<file path="src/rtl/multi_debouncer_pkg.sv">
// Shared defaults and level-state encoding for the multi-channel push-button debouncer.
package multi_debouncer_pkg;

    localparam int unsigned DefCounterBits = 7;
    localparam int unsigned DefSyncStages  = 2;
    localparam int unsigned DefRepeatBits  = 16;
    localparam int unsigned DefRepeatDelay = 50000;
    localparam int unsigned DefRepeatPeriod = 10000;

    typedef enum logic {
        StIdle = 1'b0,
        StHeld = 1'b1
    } level_state_e;

endpackage

</file>
<file path="src/rtl/debounce_channel.sv">
// One debouncer channel: synchroniser, saturating hysteresis counter, level FSM and
// auto-repeat hold timer.
module debounce_channel
    import multi_debouncer_pkg::*;
#(
    parameter int unsigned COUNTER_BITS  = DefCounterBits,
    parameter int unsigned SYNC_STAGES   = DefSyncStages,
    parameter int unsigned REPEAT_BITS   = DefRepeatBits,
    parameter int unsigned REPEAT_DELAY  = DefRepeatDelay,
    parameter int unsigned REPEAT_PERIOD = DefRepeatPeriod
) (
    input  logic clk,
    input  logic rst_n,
    input  logic din,
    input  logic repeat_en,
    output logic level,
    output logic press_pulse,
    output logic release_pulse
);

    localparam logic [COUNTER_BITS-1:0] CntMax     = {COUNTER_BITS{1'b1}};
    localparam logic [REPEAT_BITS-1:0]  DelayLast  = REPEAT_BITS'(REPEAT_DELAY - 1);
    localparam logic [REPEAT_BITS-1:0]  PeriodLast = REPEAT_BITS'(REPEAT_PERIOD - 1);

    if (SYNC_STAGES < 2) begin : g_bad_sync
        $error("SYNC_STAGES must be >= 2");
    end
    if (REPEAT_DELAY < 2 || 64'(REPEAT_DELAY) >= (64'(1) << REPEAT_BITS)) begin : g_bad_delay
        $error("REPEAT_DELAY must be in 2..2**REPEAT_BITS-1");
    end
    if (REPEAT_PERIOD < 2 || 64'(REPEAT_PERIOD) >= (64'(1) << REPEAT_BITS)) begin : g_bad_period
        $error("REPEAT_PERIOD must be in 2..2**REPEAT_BITS-1");
    end

    logic [SYNC_STAGES-1:0]  sync_q, sync_d;
    logic [COUNTER_BITS-1:0] cnt_q, cnt_d;
    logic [REPEAT_BITS-1:0]  timer_q, timer_d;
    level_state_e            state_q, state_d;
    logic                    press_q, press_d;
    logic                    release_q, release_d;
    logic                    first_q, first_d;
    logic                    sync_s;

    assign sync_s = sync_q[SYNC_STAGES-1];

    always_comb begin
        sync_d    = {sync_q[SYNC_STAGES-2:0], din};
        cnt_d     = cnt_q;
        state_d   = state_q;
        press_d   = 1'b0;
        release_d = 1'b0;
        timer_d   = timer_q;
        first_d   = first_q;

        if (sync_s && cnt_q != CntMax) begin
            cnt_d = cnt_q + COUNTER_BITS'(1);
        end else if (!sync_s && cnt_q != '0) begin
            cnt_d = cnt_q - COUNTER_BITS'(1);
        end

        unique case (state_q)
            StIdle: begin
                if (cnt_q == CntMax) begin
                    state_d = StHeld;
                    press_d = 1'b1;
                    timer_d = '0;
                    first_d = 1'b1;
                end else if (!repeat_en) begin
                    timer_d = '0;
                    first_d = 1'b1;
                end
            end
            StHeld: begin
                // Leaving HELD takes priority, so a due repeat never meets a release.
                if (cnt_q == '0) begin
                    state_d   = StIdle;
                    release_d = 1'b1;
                    timer_d   = '0;
                end else if (!repeat_en) begin
                    timer_d = '0;
                    first_d = 1'b1;
                end else if (timer_q == (first_q ? DelayLast : PeriodLast)) begin
                    press_d = 1'b1;
                    timer_d = '0;
                    first_d = 1'b0;
                end else begin
                    timer_d = timer_q + REPEAT_BITS'(1);
                end
            end
        endcase
    end

    always_ff @(posedge clk or negedge rst_n) begin
        if (!rst_n) begin
            sync_q    <= '0;
            cnt_q     <= '0;
            state_q   <= StIdle;
            press_q   <= 1'b0;
            release_q <= 1'b0;
            timer_q   <= '0;
            first_q   <= 1'b0;
        end else begin
            sync_q    <= sync_d;
            cnt_q     <= cnt_d;
            state_q   <= state_d;
            press_q   <= press_d;
            release_q <= release_d;
            timer_q   <= timer_d;
            first_q   <= first_d;
        end
    end

    assign level         = (state_q == StHeld);
    assign press_pulse   = press_q;
    assign release_pulse = release_q;

endmodule

</file>
<file path="src/rtl/multi_debouncer.sv">
// Multi-channel debouncer: CHANNELS independent copies of debounce_channel.
module multi_debouncer
    import multi_debouncer_pkg::*;
#(
    parameter int unsigned CHANNELS      = 4,
    parameter int unsigned COUNTER_BITS  = DefCounterBits,
    parameter int unsigned SYNC_STAGES   = DefSyncStages,
    parameter int unsigned REPEAT_BITS   = DefRepeatBits,
    parameter int unsigned REPEAT_DELAY  = DefRepeatDelay,
    parameter int unsigned REPEAT_PERIOD = DefRepeatPeriod
) (
    input  logic                clk,
    input  logic                rst_n,
    input  logic [CHANNELS-1:0] din,
    input  logic [CHANNELS-1:0] repeat_en,
    output logic [CHANNELS-1:0] level,
    output logic [CHANNELS-1:0] press_pulse,
    output logic [CHANNELS-1:0] release_pulse
);

    for (genvar ch = 0; ch < CHANNELS; ch++) begin : g_ch
        debounce_channel #(
            .COUNTER_BITS  (COUNTER_BITS),
            .SYNC_STAGES   (SYNC_STAGES),
            .REPEAT_BITS   (REPEAT_BITS),
            .REPEAT_DELAY  (REPEAT_DELAY),
            .REPEAT_PERIOD (REPEAT_PERIOD)
        ) u_chan (
            .clk           (clk),
            .rst_n         (rst_n),
            .din           (din[ch]),
            .repeat_en     (repeat_en[ch]),
            .level         (level[ch]),
            .press_pulse   (press_pulse[ch]),
            .release_pulse (release_pulse[ch])
        );
    end

endmodule

</file>
<file path="config.mk">
export PLATFORM = sky130hd
export DESIGN_NAME = multi_debouncer
export DESIGN_NICKNAME = d
export VERILOG_FILES = /design/src/rtl/multi_debouncer_pkg.sv /design/src/rtl/debounce_channel.sv /design/src/rtl/multi_debouncer.sv
export SDC_FILE = /design/constraint.sdc
export NUM_CORES = 1
export LEC_CHECK = 0
export ABC_AREA = 1
export CAP_MARGIN = 20
export CORE_UTILIZATION = 40
export CTS_CLUSTER_SIZE = 30
export DETAILED_ROUTE_END_ITERATION = 8
export GPL_ROUTABILITY_DRIVEN = 0
export HOLD_SLACK_MARGIN = 0.1
export SETUP_SLACK_MARGIN = 0.1
export SLEW_MARGIN = 20
export SYNTH_ARGS = -nofsm -noshare
export SYNTH_HDL_FRONTEND = slang
export SYNTH_HIERARCHICAL = 1
export SYNTH_SLANG_ARGS = --single-unit
</file>
<file path="constraint.sdc">
create_clock -name clk -period 2.27 [get_ports clk]
set_clock_uncertainty 0.2 [all_clocks]
set_input_delay 0.5675 -clock clk [delete_from_list [all_inputs] [get_ports clk]]
set_output_delay 0.5675 -clock clk [all_outputs]
set_load 0.01 [all_outputs]
</file>
### After elaboration in Yosys (flattened, before gate mapping)

Cells that the tools add are included.

| word-level totals | value |
|---|---|
| memories | 0 |
| bits in latches | 0 |
| memory bits (writable) | 0 |
| bits of input ports | 10 |
| flip-flop bits (word level) | 116 |
| memory bits (read-only) | 0 |

| cells by class | value |
|---|---|
| reductions and logical operators | 28 |
| add/sub/neg operators | 12 |
| bitwise gates (word level) | 4 |
| muxes and demuxes | 96 |
| shifts and indexed selects | 0 |
| $mul | 0 |
| div/mod/pow operators | 0 |
| $lt $le $gt $ge | 0 |
| eq/ne operators | 24 |

Operators with widths:

| operator | number |
|---|---|
| $mux W16 | 24 |
| $pmux W16 S2 | 4 |
| $add A16 B1 Y16 const B | 4 |
| $eq A16 B16 Y1 | 4 |
| $mux W7 | 8 |
| $mux W1 | 48 |
| $add A7 B1 Y7 const B | 4 |
| $eq A7 B7 Y1 const B | 4 |
| $logic_not A7 Y1 | 4 |
| $ne A7 B7 Y1 const B | 4 |
| $reduce_bool A7 Y1 | 4 |
| $sub A7 B1 Y7 const B | 4 |
| $pmux W1 S2 | 12 |
| $ne A3 B2 Y1 const B | 4 |
| $ne A3 B3 Y1 const B | 4 |
| $reduce_and A3 Y1 | 4 |
| $logic_and A1 B1 Y1 | 8 |
| $ne A2 B2 Y1 const B | 4 |
| $reduce_bool A2 Y1 | 4 |
| $logic_not A1 Y1 | 4 |
| $not A1 Y1 | 4 |

### Depth between registers and ports, before layout

Gate-level depths: netlist (run 1).

| depth | value |
|---|---|
| depth in word-level cells | 6 |
| mapped depth | 15 |
| mapped depth without buffers | 15 |

### Modules after synthesis

Netlist (run 1), hierarchy kept.

By module, submodules not included:

| module | seq. area each (um^2) | cells each | area each (um^2) | times used |
|---|---|---|---|---|
| debounce_channel (g_ch[0].u_chan ...) | 725.7 | 258 | 1915.6 | 2 |
| debounce_channel (g_ch[3].u_chan) | 725.7 | 254 | 1933.1 | 1 |
| debounce_channel (g_ch[2].u_chan) | 725.7 | 260 | 1928.1 | 1 |

### Least setup slack after synthesis (run 1)

Ideal clock, no wire load.

| path | value |
|---|---|
| kind | register to register |
| from | reg g_ch[0].u_chan.cnt_q[0] |
| to | reg g_ch[0].u_chan.cnt_q[6] |
| arrival | 1.739 ns |
| setup slack | 0.218 ns |
| cell stages (with the launch flop) | 16 |
| period minus slack after synthesis | 2.052 ns |
| library setup time | 0.113 ns |
| buffers on the path | 0 |
| path through | dfrtp_1 -> nand2_2 -> nor2_2 -> nand2_2 -> nand2_4 -> ha_1 -> nand2_1 -> inv_1 -> nand2_1 -> nand2_1 -> nor2_1 -> nand2_1 -> nand2_1 -> nand2_1 -> nand2_1 -> inv_1 |

| between the ends | value |
|---|---|
| cells in the longest elaborated chain, start to end | 3 |
| elaborated cells on any way between the ends | 9 |

Ends and longest elaborated chain:

| what | line | source |
|---|---|---|
| start: declaration | debounce_channel.sv:36 | `logic [COUNTER_BITS-1:0] cnt_q, cnt_d;` |
| start signal: assignment | debounce_channel.sv:104 | `cnt_q <= cnt_d;` |
| $sub A7 B1 Y7, or another cell as far along | debounce_channel.sv:58 | `cnt_d = cnt_q - COUNTER_BITS'(1);` |
| $mux W7, or another cell as far along | debounce_channel.sv:57 | `end else if (!sync_s && cnt_q != '0) begin` |
| $mux W7 / $reduce_bool A2 Y1 (equally long branches) | n/a |  |

Several ways; a longest one is shown, not always the timed one. The select of a mux whose other input is x is not followed.
A chain may end at the register's enable or synchronous reset.

### Worst setup path in the final report (run 1)

| path | value |
|---|---|
| from | reg g_ch[2].u_chan.state_q |
| to | out level[2] |

RTL lines:

| what | line | source |
|---|---|---|
| start: declaration | debounce_channel.sv:38 | `level_state_e state_q, state_d;` |
| start signal: assignment | debounce_channel.sv:97 | `state_q <= StIdle;` |
| start signal: assignment | debounce_channel.sv:105 | `state_q <= state_d;` |
| end: declaration | multi_debouncer.sv:16 | `output logic [CHANNELS-1:0] level,` |

No word-level cell between the ends.

==> flow_summary.yaml, run 1 <==
grt:
  grt_pass1_vias: 6348
  grt-ovfl-total: 0
  grt_usage_pct: 18.2
  grt_first_pass_wirelength_mm: 29.5
  grt_max_degree: 40
  antenna_found_initial: 0
yosys:
  synth_top_area_cell: "dfrtp_1"
  async_reset_ff_share_pct: 100
  synth_enable_flop_cells: 0
  synth_nets: 1072
  synth.distinct_cells: 42
  syn_area_um2: 7690
  ys_top_cells_by_count: "299 x nand2_1, 116 x dfrtp_1, 113 x nor2_1"
  yosysSeqAreaShare_pct: 37.7
  ys_dominant_reg_cell: "dfrtp_1"
  yosysMostFrequentCell: "nand2_1"
  synth_top_area_share_pct: 37.7
  synth-seq-cells: 116
  synth.area.top_cells: "dfrtp_1 38%, nand2_1 15%, nand3_1 6.4%, nor2_1 5.5%, inv_1 5.3%"
  syn-mean-instance-area_um2: 7.47
  yosys_warnings: 6
  syn_inst: 1030
floorplan:
  die_x_um: 141
  coreArea_um2: 18800
  floorplan.rows: 50
  start_util_pct: 41.0
  ioPinCount: 22
  die_area_um2: 19800
  die_h_um: 141
sta:
  worstMarginPinSlew_ps: 433
  fin_crit_ps: 2120
  max_freq_mhz: 473
  hold_viol: 0
  relSlewSlack_pct: 71.1
  finalSetupViolCount: 0
  finalSetupTns_ps: 0
  rsz0062_at_grt: "yes"
  fin_crit_sh_pct: 93.2
  final-max-slew-violation-count: 0
clock_network:
  clock_sinks: 116
  clockBufferDepth: 2
  cts.clk_slew.worst_paths_ps: 50
  htree_levels: 4
  clk_latency_ps: 420
  cts_tree: "built"
  cts-root-buf: "clkbuf_16"
  cts_buffers: 17
pwr:
  cellLeakagePower_nw: 4.32
  vdd.ir_drop.worst_mv: 0.660
  power.density_nw_per_um2: 1010
critical_path:
  critPathTopFamily: "buffers and inverters"
  max_stage_delay_ps: 540
  setup.worst_path.end_class: "primary output"
  required_ps: 1500
  cp-start-kind: "register"
  worst_path_max_delay_cell: "clkdlybuf4s50_1"
  worst-path-buf-inv: 1
  crit_type: "reg -> out"
  crit_path_max_fanout: 5
  path_cells: "clkdlybuf4s50_1"
  crit_arrival_ps: 1350
placed_design:
  hpwl_mm: 11.8
  port_buffers: 21
final_layout:
  fillCellCount: 1788
  syn_to_final_growth_pct: 22.5
  antennaDiodeCount: 0
  fin_nets: 1156
  drive_above_1_share_pct: 19.4
  final_util_pct: 50.2
routing:
  vias: 6690
  vias_per_cell: 4.92
  drc: 0
  dr.pass1.iters: 4
  finalWirelength_mm: 17.0
  drtIter0Drc: 330
  wl_per_cell_um: 12.5
  antenna_left: 0
hold_path:
  hp-class: "reg -> reg"
status:
  outcome: "finished, final reports clean"
run:
  drv_cap: 0
-- layer usage --
layer	wire [um]	track usage, %
met1	8210	24.7
met2	8030	28.9
met3	482	3.74
met4	250	6.41
met5	0	0
-- state kept, by name, summed over array words and instances (netlist names) --
register / cells
g_ch.u_chan/cnt_q: 28
g_ch.u_chan/timer_q: 64
g_ch.u_chan/press_pulse: 4
g_ch.u_chan/sync_q: 8
g_ch.u_chan/release_pulse: 4
g_ch.u_chan/first_q: 4
g_ch.u_chan/level: 4
-- placed cells by master, fill, tap and decap left out, types with 18 or more instances in the layout --
| cell type | instances |
|---|---|
| a21oi_1 | 40 |
| buf_4 | 43 |
| clkdlybuf4s50_1 | 19 |
| dfrtp_1 | 108 |
| inv_1 | 108 |
| inv_2 | 18 |
| nand2_1 | 294 |
| nand2_2 | 22 |
| nand3_1 | 98 |
| nand4_1 | 19 |
| nor2_1 | 109 |
| nor2_2 | 18 |
| o21ai_1 | 27 |
-- kinds of logic after synthesis --
| group | Yosys count | share of synthesized area (%) |
|---|---|---|
| AOI/OAI and AO/OA | 115 | 8.85 |
| xor gates and xnor gates | 25 | 2.85 |
| adders and majority gates | 32 | 5.60 |
| buffers and inverters | 132 | 7.04 |
| DFF | 116 | 37.7 |
| muxes | 1 | 0.130 |
| and+or+nand+nor | 609 | 37.8 |
-- power by group --
group	switching, mW	internal (mW)
clock	0.947	1.91
combinational	2.12	1.74
sequential	0.340	2.45
total	3.40	6.10
-- through the flow --
stage | setup slack, ps | power [mW] | hold WS, ps | cell area [um2] | instances
2_1_floorplan | 218 | 5.15 | 71.9 | 7690 | 1030
3_3_place_gp | 131 | 5.86 | 135 | 8250 | 1294
6_report | 154 | 9.51 | 146 | 9420 | 1361
3_5_place_dp | 100 | 5.89 | 137 | 8250 | 1294
5_1_grt | 37.4 | 10.2 | 155 | 9420 | 1361
4_1_cts | 75.3 | 8.85 | 149 | 8920 | 1329
-- path summary, 6_finish.rpt --
check                                               startpoint                                   to  slack [ps]  cells after the start
max                             g_ch[2].u_chan/level$_DFF_PN0_                             level[2]         150                      1
min                         g_ch[2].u_chan/sync_q[0]$_DFF_PN0_   g_ch[2].u_chan/sync_q[1]$_DFF_PN0_         150                      0
max reg2reg                g_ch[0].u_chan/cnt_q[1]$_DFFE_PN0P_  g_ch[0].u_chan/cnt_q[6]$_DFFE_PN0P_         170                     15
min reg2reg                 g_ch[2].u_chan/sync_q[0]$_DFF_PN0_   g_ch[2].u_chan/sync_q[1]$_DFF_PN0_         150                      0
max in group asynchronous                                rst_n  g_ch[3].u_chan/cnt_q[3]$_DFFE_PN0P_         810                      3
min in group asynchronous                                rst_n       g_ch[3].u_chan/level$_DFF_PN0_         440                      2
-- what timing repair did --
item	in CTS	in global routing
hold endpoints to repair	27	0
hold buffers	1	0
cloned	0	3
setup buffers	2	29
pin swaps	0	15
endpoints found under the setup margin	5	16
resized for setup	3	47
-- area by class of cell --
cell class              instances  area, um2  share of cell area [%]
clock buffers                  22        474                    5.03
clock inverters                10        153                    1.62
inverters                     128        480                    5.10
multi-input cells             785       4540                    48.2
flip-flops and latches        116       2910                    30.9
well taps                     234        293                    3.11
repair buffers                 66        572                    6.07
Note: power is estimated with default switching activity, not from simulation.
==> inputs of run 2 (changes only) <==
ABC_AREA = not set   (was 1)
==> flow_summary.yaml, run 2 <==
final_layout:
  largest_register_ffs: 64
  reg_top3: "g_ch.u_chan/timer_q (64), g_ch.u_chan/cnt_q (28), g_ch.u_chan/sync_q (8)"
  layout_commonest_cell: "buf_4"
  fillCellCount: 1381
  fin_nets: 950
  final_cell_mix: "135 x buf_4, 111 x dfrtp_1, 84 x nand2_1, 46 x nor2_1, 32 x nand3_1"
  drive_above_1_share_pct: 33.8
  syn_to_final_growth_pct: 40.9
  design_area_um2: 9720
  largest_register: "g_ch.u_chan/timer_q"
  antennaDiodeCount: 0
critical_path:
  worst_path_max_delay_cell: "fa_2"
  crit_arrival_ps: 2680
  r2r_slack_ps: -320
  r2r_start: "g_ch[2].u_chan/cnt_q[4]$_DFFE_PN0P_"
  max_stage_delay_ps: 380
  crit_type: "reg -> reg"
  crit_cells: 9
  crit_end: "g_ch[2].u_chan/cnt_q[6]$_DFFE_PN0P_"
  setup.worst_path.end_class: "register"
  worstSetupStartpoint: "g_ch[2].u_chan/cnt_q[4]$_DFFE_PN0P_"
  required_ps: 2360
  cp-start-kind: "register"
  worst-path-buf-inv: 0
  crit_top_cell: "a211o_1"
  path_cells: "and4_1, nand4_1, nand2_2, fa_2, a211o_1, o211ai_1, a21oi_2, mux2_2, a211o_1"
  reg2reg_depth: 9
  critPathTopFamily: "compound AO/OA/AOI/OAI gates"
  r2r_end: "g_ch[2].u_chan/cnt_q[6]$_DFFE_PN0P_"
  crit_path_max_fanout: 4
sta:
  rsz0062_at_grt: "yes"
  fin_crit_sh_pct: 114
  fin_crit_ps: 2590
  finalSetupTns_ps: -1780
  max_freq_mhz: 386
  fin_ws_ps: -322
  hold_viol: 0
  final-max-slew-violation-count: 0
  worstMarginPinSlew_ps: 933
  relSlewSlack_pct: 36.0
  finalSetupViolCount: 21
status:
  failed_checks: "negative setup slack"
  outcome: "finished with violations"
floorplan:
  ioPinCount: 22
  start_util_pct: 41.3
  coreArea_um2: 16700
  die_h_um: 133
  floorplan.rows: 47
  die_x_um: 133
  die_area_um2: 17800
yosys:
  synth-seq-cells: 116
  ys_dominant_reg_cell: "dfrtp_1"
  yosysMostFrequentCell: "dfrtp_1"
  syn-mean-instance-area_um2: 9.57
  synth_nets: 763
  yosys_warnings: 6
  synth.area.top_cells: "dfrtp_1 42%, ha_1 5.1%, nand2_1 4.8%, o21ai_0 3.3%, a21o_1 2.6%"
  ys_top_cells_by_count: "116 x dfrtp_1, 89 x nand2_1, 47 x nor2_1"
  yosysSeqAreaShare_pct: 42.1
  synth_top_area_cell: "dfrtp_1"
  syn_area_um2: 6900
  async_reset_ff_share_pct: 100
  synth_enable_flop_cells: 0
  syn_inst: 721
  synth.distinct_cells: 66
  synth_top_area_share_pct: 42.1
grt:
  grt-ovfl-total: 0
  grt_first_pass_wirelength_mm: 29.6
  grt_usage_pct: 20.5
  antenna_found_initial: 0
  grt_pass1_vias: 6342
  grt_max_degree: 85
pwr:
  power.density_nw_per_um2: 1090
  vdd.ir_drop.worst_mv: 0.510
  fin_total_pwr_mw: 10.6
  p_comb_share_pct: 49.5
  p_seq_share_pct: 25.9
  clock_power_share_pct: 24.6
  netSwitchingPower_mw: 3.71
  p_int_mw: 6.92
  cellLeakagePower_nw: 4.27
  p_sw_share_pct: 34.9
placed_design:
  hpwl_mm: 11.9
  port_buffers: 21
  pre_cts_slack_ps: -340
  placed_cell_area_um2: 8310
hold_path:
  hp-class: "reg -> reg"
routing:
  drtIter0Drc: 348
  drc: 0
  dr.pass1.iters: 5
  vias_per_cell: 5.58
  vias: 6350
  finalWirelength_mm: 17.6
  wl_per_cell_um: 15.5
  antenna_left: 0
clock_network:
  clock_sinks: 116
  clockBufferDepth: 2
  cts_tree: "built"
  htree_levels: 4
  cts_buffers: 17
  clk_latency_ps: 420
  cts.clk_slew.worst_paths_ps: 50
  cts-root-buf: "clkbuf_16"
run:
  drv_cap: 0
## run 2: area by class of cell
type | count | area (um2) | share of cell area, %
Clock inverter | 4 | 70.1 | 0.721
Timing Repair Buffer | 181 | 1520 | 15.6
Tap cell | 220 | 275 | 2.83
Inverter | 9 | 33.8 | 0.348
Sequential cell | 116 | 2910 | 29.9
Clock buffer | 26 | 509 | 5.24
Multi-Input combinational cell | 583 | 4400 | 45.3
## run 2: through the flow
step,utilization [%],hold WS (ps),cells
2_1_floorplan,-,71.9,721
3_3_place_gp,49.8,134,1064
3_5_place_dp,49.8,135,1064
4_1_cts,56.2,147,1125
5_1_grt,58.2,165,1139
6_report,58.2,145,1139
## run 2: how the worst min path moves through the flow
stage	from	endpoint	slack, ps	cells past startpoint
after CTS	g_ch[0].u_chan/sync_q[0]$_DFF_PN0_	g_ch[0].u_chan/sync_q[1]$_DFF_PN0_	150	0
after detailed placement	g_ch[0].u_chan/sync_q[0]$_DFF_PN0_	g_ch[0].u_chan/sync_q[1]$_DFF_PN0_	130	0
after global placement	g_ch[0].u_chan/sync_q[0]$_DFF_PN0_	g_ch[0].u_chan/sync_q[1]$_DFF_PN0_	130	0
after global routing	g_ch[3].u_chan/sync_q[0]$_DFF_PN0_	g_ch[3].u_chan/sync_q[1]$_DFF_PN0_	160	0
final	g_ch[0].u_chan/sync_q[0]$_DFF_PN0_	g_ch[0].u_chan/sync_q[1]$_DFF_PN0_	150	0
after floorplan	rst_n	g_ch[0].u_chan/cnt_q[0]$_DFFE_PN0P_	70	0
## run 2: metal layers
layer  track usage, %  share of wire [%]  vias up
met5                0                  0        -
met1             25.6                 45     3137
met4             7.95                1.3        0
met3             4.03                2.9       20
li1                 -                  -     3089
met2             35.0                 51      104
## run 2: power by group through the flow
stage | combinational (mW) | sequential, mW | clock [mW]
4_1_cts | 4.74 | 2.74 | 2.69
5_1_grt | 5.78 | 2.79 | 2.77
3_3_place_gp | 3.94 | 2.75 | 0
3_5_place_dp | 4.08 | 2.77 | 0
2_1_floorplan | 2.42 | 2.86 | 0
6_report | 5.26 | 2.75 | 2.62
## run 2: kinds of logic (layout without fill, tap and decap cells)
logic type | after synthesis | in the layout | share of synthesized area (%)
AO/OA/AOI/OAI | 197 | 199 | 19.0
XOR/XNOR | 12 | 12 | 1.52
adder cells (fa/ha/maj) | 32 | 32 | 6.24
buffers and inverters | 24 | 220 | 2.05
flip-flops | 116 | 116 | 42.1
multiplexers | 23 | 23 | 3.79
AND/OR/NAND/NOR | 317 | 317 | 25.3
## run 2: repair_timing
action | 4_1_cts | 5_1_grt
resized for setup | 63 | 55
pin swaps | 54 | 62
gates cloned | 2 | 1
endpoints found under the setup margin | 49 | 57
hold endpoints to repair | 116 | 0
hold buffers | 1 | 0
setup buffers | 30 | 23
